File: src/rtl/reg_file_ctx.sv
// reg_file_ctx: dual-read, single-write register file with a shadow bank for
// interrupt context save/restore and a sequential clear sweep out of reset.
// Optional feature: define REG_FILE_BYPASS_EN to forward DIN to the read ports
// during an IDLE write to the same address.
module reg_file_ctx #(
  parameter int unsigned DATA_W = 8,
  parameter int unsigned ADDR_W = 5
) (
  input  logic              CLK,
  input  logic              RST,
  input  logic [DATA_W-1:0] DIN,
  input  logic [ADDR_W-1:0] ADRX,
  input  logic [ADDR_W-1:0] ADRY,
  input  logic              RF_WR,
  input  logic              SAVE,
  input  logic              RESTORE,
  output logic [DATA_W-1:0] DX_OUT,
  output logic [DATA_W-1:0] DY_OUT,
  output logic              BUSY,
  output logic              DONE
);

  localparam int unsigned DEPTH = 2 ** ADDR_W;

  typedef enum logic [1:0] {
    S_CLEAR,
    S_IDLE,
    S_SAVE,
    S_RESTORE
  } state_t;

  state_t            state_q;
  logic [ADDR_W-1:0] idx_q;
  logic              done_q;
  logic [DATA_W-1:0] live_q   [DEPTH];
  logic [DATA_W-1:0] shadow_q [DEPTH];

  logic [DATA_W-1:0] dx_d;
  logic [DATA_W-1:0] dy_d;

  // Sweep controller and both banks; reset parks the sweep on entry 0.
  always_ff @(posedge CLK) begin
    if (RST) begin
      state_q     <= S_CLEAR;
      idx_q       <= '0;
      done_q      <= 1'b0;
      live_q[0]   <= '0;
      shadow_q[0] <= '0;
    end else begin
      done_q <= 1'b0;
      case (state_q)
        S_CLEAR: begin
          live_q[idx_q]   <= '0;
          shadow_q[idx_q] <= '0;
          idx_q           <= idx_q + 1'b1;
          if (idx_q == '1) state_q <= S_IDLE;
        end
        S_IDLE: begin
          // The write lands at the same edge the request is accepted, so the
          // first SAVE copy already sees it and a RESTORE overwrites it.
          if (RF_WR) live_q[ADRX] <= DIN;
          if (SAVE) begin
            state_q <= S_SAVE;
            idx_q   <= '0;
          end else if (RESTORE) begin
            state_q <= S_RESTORE;
            idx_q   <= '0;
          end
        end
        S_SAVE: begin
          shadow_q[idx_q] <= live_q[idx_q];
          idx_q           <= idx_q + 1'b1;
          if (idx_q == '1) begin
            state_q <= S_IDLE;
            done_q  <= 1'b1;
          end
        end
        S_RESTORE: begin
          live_q[idx_q] <= shadow_q[idx_q];
          idx_q         <= idx_q + 1'b1;
          if (idx_q == '1) begin
            state_q <= S_IDLE;
            done_q  <= 1'b1;
          end
        end
        default: begin
          state_q <= S_CLEAR;
          idx_q   <= '0;
        end
      endcase
    end
  end

  // Asynchronous read of the live bank, masked during the clear sweep.
  always_comb begin
    dx_d = live_q[ADRX];
    dy_d = live_q[ADRY];
    if (state_q == S_CLEAR) begin
      dx_d = '0;
      dy_d = '0;
    end
`ifdef REG_FILE_BYPASS_EN
    if (state_q == S_IDLE && RF_WR) begin
      dx_d = DIN;
      if (ADRY == ADRX) dy_d = DIN;
    end
`endif
  end

  assign DX_OUT = dx_d;
  assign DY_OUT = dy_d;
  assign BUSY   = (state_q != S_IDLE);
  assign DONE   = done_q;

endmodule

File: config.mk
export PLATFORM = sky130hd
export DESIGN_NAME = reg_file_ctx
export DESIGN_NICKNAME = d
export VERILOG_FILES = /design/src/rtl/reg_file_ctx.sv
export SDC_FILE = /design/constraint.sdc
export NUM_CORES = 1
export LEC_CHECK = 0
export CAP_MARGIN = 10
export CORE_UTILIZATION = 60
export CTS_BUF_LIST = sky130_fd_sc_hd__clkbuf_4
export CTS_CLUSTER_SIZE = 16
export DETAILED_ROUTE_END_ITERATION = 10
export HOLD_SLACK_MARGIN = 0.1
export PLACE_DENSITY = 0.77
export SLEW_MARGIN = 40
export SYNTH_ARGS = -nofsm -noshare
export SYNTH_HDL_FRONTEND = slang
export SYNTH_SLANG_ARGS = --single-unit
File: constraint.sdc
create_clock -name CLK -period 4.9 [get_ports CLK]
set_clock_uncertainty 0.15 [all_clocks]
set_input_delay 0.98 -clock CLK [delete_from_list [all_inputs] [get_ports CLK]]
set_output_delay 0.98 -clock CLK [all_outputs]
set_load 0.03 [all_outputs]
==> impl_results.md, run 1 <==
- Status: completed
- Syn_nets: 1344
- Clk root buf: clkbuf_4
- DP Area: 0.0263 mm²
- Resized Gates After CTS: 0
- Share of cells above drive strength 1: 39.2%
- Final Slew Violations: 0
- RSZ-0062 raised after global routing: no
- Async set or reset register ratio after synthesis: 0%
- CTS H-tree lvls: 4
- First drt pass iteration count: 5
- CP arrival: 3.70 ns
- Final Cycle Share: 98.6%
- Synth area leaders: edfxtp_1 62%, mux4_2 23%, mux2i_1 3.6%
- CP max FO: 27
- Post-synth top area share: 61.9%
- Core ar.: 0.0408 mm²
- Crit Path Class: in -> out
- Critical Path Stages: 7
- Final setup vio count: 0
- DR iter-0 viols: 1933
- Commonest non-fill, non-tap cell in the layout: edfxtp_1
- Hold WS: 0.477 ns
- Post-CTS Setup Bufs: 0
- Overflow after GRT: 0
- Area leader, netlist: edfxtp_1
- Num CTS Buffers: 133
- Slew headroom: 43.4%
- Clk sinks: 525
- R2R Setup Slk: 1.49 ns
- Cell area power density: 338 mW/mm²
- Crit-path leading delay family: buffers and inverters
- Cell Rows: 74
- Die width: 206 µm
- Synth Area in Compound Gates: 3.31%
- Die extent in y: 206 µm
- Crit path launch: ADRX[1]
- Critical-path top delay cell: buf_2
- CTS tree: built
- Number of global-route vias before repair: 14900
- Most used cell, CP: mux4_2
- CP startpoint kind: input port
- Hold WC Path Type: reg -> reg
- Final Hold Vio Count: 0
- Peak Freq: 207 MHz
- Post-Synth Simple-Gate Area: 3.98%
- Top FF cell, synth: edfxtp_1
- Routed WL: 65100 µm
- Global-route total usage across every layer: 32.4%
- Mux cell area share after synthesis: 27.5%
- Yosys reg bits: 525
- # port buffers: 40
- CP endpoint: DX_OUT[4]
- Layout overhead on the synthesized area: 12.9%
- Number of vias per cell: 6.96
- Finished Cell Area: 0.0281 mm²
- R2R depth: 6
- Post-synthesis xor/xnor area fraction: 0%
- Post-DP HPWL: 42500 µm
- Tot Pwr: 9.48 mW
- CP Buf/Inv Count: 3
- Worst r2r dst: shadow_q[19][3]
- Largest family of logic cells by synthesized area: multiplexers
- Netlist cell types: 44
- Largest net degree at the start of global routing: 51
- GPL Wtd Cong: 0.929
- Adder-Cell Fraction of Synth Area: 0.101%
- First-pass GRT wire length: 96200 µm
- Yosys warns: 0
- Nets: 1527
- Sequential share of the synthesized area: 62.9%
- Most frequent cells in the layout: 512 x edfxtp_1, 256 x mux4_2, 190 x clkbuf_4
- I/O pin count: 41
- Initial Utilization: 60.9%
- Clk_lat worst skew: 0.85 ns
- Required time of the critical path: 3.77 ns
- CP Cell Sequence: buf_2 > mux4_2 > mux4_2 > o22ai_1 > a211oi_1 > buf_4 > clkdlybuf4s50_1
- Die area: 0.0422 mm²
- Cells after Synth: 1319
- Worst stage delay on the critical path: 0.59 ns
- Tightest Pin Transition: 0.844 ns
- Crit. End Element: output pin
- Residual DRC count: 0
- Number of synthesized flops with an enable pin: 512
- Total of max-cap violations: 0
- Via Count: 14800
- Post-DR wirelength/cell: 30.6 µm
- Sum of negative setup slack: 0 ns
- Worst vdd ir: 0.256 mV
- Post-route ant nets: 0
- Initial antenna violation count: 2
- CTS max path bufs: 3
- CTS clock-pin slew for the worst setup and hold paths: 0.06 ns
- Post-CTS Hold Buffers: 0
- Min cycle time layout: 4.83 ns
- Post-synthesis instance area: 0.0248 mm²
- Synth Area per Inst: 18.8 µm²
- Leak pwr: 9.17 nW
flip-flops by register name, indices dropped and copies added (netlist names), named ones only:
| name | count |
|---|---|
| DONE | 1 |
| live_q | 256 |
| state_q | 2 |
| shadow_q | 256 |
| idx_q | 5 |
worst min-delay path by stage:
stage	startpoint	end	slack, ns	depth (start not counted)
finish	idx_q[3]	flop	0.48	2
global route	idx_q[3]	flop	0.51	2
CTS	idx_q[3]	flop	0.46	2
detailed placement	idx_q[3]	idx_q[3]	0.47	2
global placement	idx_q[3]	idx_q[3]	0.47	2
floorplan	idx_q[3]	flop	0.38	1
where the power goes:
group	internal [mW]	leakage, nW	switching [mW]
clock	2.04	1.01	1.74
sequential	4.89	4.81	0.0345
combinational	0.364	3.35	0.411
total	7.29	9.17	2.19
cell type report:
type	count	area (µm²)
antenna	3	7.51
clock buffer	190	1430
clock inverter	36	268
fill	2604	12800
inverter	4	15.0
multi-input combinational	696	8770
sequential	525	15600
tap	532	666
timing repair buffer	142	1260
worst register-to-register path, stage by stage (launching register included):
cell	delay [ns]
dfxtp_4	0.57
buf_4	0.58
mux4_2	0.71
mux4_2	0.49
mux2i_1	0.26
nor2_4	0.16
buf_4	0.23
cell families after synthesis:
group | Yosys count
fa+ha+maj | 2
compound gates | 118
flops | 525
mux | 360
buf+inv | 98
simple gates | 216
per-stage QoR:
step	setup slack, ns	cells	utilization [%]
3_3_place_gp	0.179	1899	64.4
5_1_grt	0.0383	2127	68.7
3_5_place_dp	0.119	1899	64.5
4_1_cts	0.117	2125	68.6
2_1_floorplan	0.743	1319	-
6_report	0.0692	2128	68.7
synthesized netlist by cell type, types with 17 or more instances:
| cell type | n |
|---|---|
| nor2_1 | 88 |
| edfxtp_1 | 512 |
| nand3_1 | 20 |
| nor3_1 | 17 |
| a21oi_1 | 21 |
| mux2i_1 | 90 |
| buf_4 | 18 |
| a22oi_1 | 22 |
| mux4_2 | 256 |
| clkbuf_1 | 35 |
| nor2b_1 | 20 |
| a211oi_1 | 22 |
| nand2_1 | 47 |
| buf_2 | 23 |
routing by layer:
metal	share of wire [%]	global-route usage, %
met5	0	0
met4	3.9	13.9
met3	12	8.69
met2	48	49.7
met1	36	44.2
Note: power is estimated with default switching activity, not from simulation.
==> run 2, diff against run 1 <==
CAP_MARGIN = unset   (was 10)
GPL_TIMING_DRIVEN = 0   (was unset)
==> impl_results.md, run 2 (synthesized netlist as in run 1, its figures left out) <==
- Sequential Area: 0.0156 mm²
- CTS tree: built
- CP arrival: 3.75 ns
- R2R Setup Slk: 0.97 ns
- Total of max-cap violations: 0
- Most frequent cells in the layout: 512 x edfxtp_1, 256 x mux4_2, 182 x clkbuf_4
- Worst r2r dst: live_q[17][1]
- GPL Wtd Cong: 1.05
- Die extent in y: 206 µm
- RSZ-0062 raised after global routing: no
- Clk sinks: 525
- Final Hold Vio Count: 0
- Worst vdd ir: 0.195 mV
- Clk root buf: clkbuf_4
- Final Slew Violations: 0
- CTS max path bufs: 3
- Overflow after GRT: 0
- Cell area power density: 337 mW/mm²
- Largest net degree at the start of global routing: 33
- Slew headroom: 34.9%
- DR iter-0 viols: 2114
- Final setup vio count: 0
- Post-DP HPWL: 49900 µm
- Pre-CTS setup slack: -0.474 ns
- First drt pass iteration count: 6
- Crit Path Class: in -> out
- Die width: 206 µm
- Min-delay src: idx_q[3]
- Global-route total usage across every layer: 34.6%
- Hold endpoint: idx_q[3]
- Layout overhead on the synthesized area: 12.7%
- CP max FO: 10
- CTS clock-pin slew for the worst setup and hold paths: 0.07 ns
- R2R depth: 11
- Min cycle time layout: 4.88 ns
- Required time of the critical path: 3.77 ns
- Number of global-route vias before repair: 15000
- Hold WC Path Type: reg -> reg
- Hold Crit Depth: 2
- Fill cells: 2666
- Share of cells above drive strength 1: 38.0%
- Post-CTS Setup Bufs: 0
- Sum of negative setup slack: 0 ns
- Clk_lat worst skew: 0.89 ns
- Commonest non-fill, non-tap cell in the layout: edfxtp_1
- Initial Utilization: 60.9%
- Post-DR wirelength/cell: 32.6 µm
- Nets: 1542
- Multi-input logic area: 0.00886 mm²
- Core ar.: 0.0408 mm²
- Num CTS Buffers: 133
- Initial antenna violation count: 2
- Setup ws final: 0.0183 ns
- Number of vias per cell: 7.12
- Die area: 0.0422 mm²
- Routed WL: 69800 µm
- Leak pwr: 9.13 nW
- Tightest Pin Transition: 0.976 ns
- Post-route ant nets: 0
- Peak Freq: 205 MHz
- # port buffers: 34
- Final Cycle Share: 99.6%
- Residual DRC count: 0
- CP startpoint kind: input port
- Via Count: 15300
- First-pass GRT wire length: 99300 µm
- I/O pin count: 41
- CTS H-tree lvls: 4
- Crit. End Element: output pin
- Top flop regs: live_q: 256 flops, shadow_q: 256 flops, idx_q: 5 flops
- Cell Rows: 74
- Status: completed
==> run 2: changes by cell type in the layout (fill, tap and decap cells not counted), sizes merged <==
cell / delta
clkbuf: +26
diode: -1
buf: -27
dlygate4sd2: +2
clkinv: +12
clkinvlp: +5
dlymetal6s2s: +4
inv: -4
bufinv: -2
==> run 2: where the power goes <==
group	internal [mW]	switching (mW)	total, mW
logic	0.364	0.516	0.880
registers	4.89	0.0151	4.90
clock network	1.87	1.77	3.65
total	7.12	2.31	9.43
==> run 2: repair_timing <==
action,CTS,global route
resized for setup,12,12
setup endpoints to repair,16,11
hold buffers,0,0
==> run 2: area by class of cell <==
class	instances	share of cell area, %
antenna	2	0.0179
buffer	93	1.99
clock buffer	180	4.82
clock inverter	47	1.05
inverter	4	0.0536
multi-input combinational	696	31.6
sequential	525	55.8
tap	532	2.38
timing repair buffer	64	2.26
==> run 2: layer usage <==
layer	share of wire, %	wire (µm)	global-route usage (%)	vias to the layer above
met3	14	9570	11.3	187
met2	47	32700	51.3	1146
met1	36	24900	47.7	7846
li1	-	-	-	6075
met5	0.017	12	0	-
met4	3.8	2630	13.9	2
==> run 2: how the worst max path moves through the flow <==
stage / startpoint / endpoint
3_3_place_gp: flop / live_q[18][1]
6_report: ADRY[1] / DY_OUT[6]
3_5_place_dp: ADRX[2] / DX_OUT[0]
2_1_floorplan: RST / live_q[0][1]
4_1_cts: ADRY[0] / DY_OUT[5]
5_1_grt: ADRY[0] / DY_OUT[5]
==> run 2: metrics by stage <==
stage	instances	cell area (µm²)	power, mW	utilization (%)	hold slack [ns]
after global routing	2143	28000	9.68	68.6	0.561
after floorplan	1319	24800	5.54	-	0.380
after global placement	1885	25900	5.83	63.3	0.464
after detailed placement	1915	26300	5.85	64.3	0.467
after CTS	2141	27900	9.42	68.4	0.480
final	2143	28000	9.43	68.6	0.518
==> run 2: worst max-delay path, stage by stage <==
cell             delay [ns]
buf_2                  0.23
buf_2                  0.43
clkbuf_4               0.40
mux4_2                 0.27
mux2i_1                0.15
nand2_1                0.12
o21ai_1                0.06
nor3_1                 0.35
clkdlybuf4s50_1        0.75
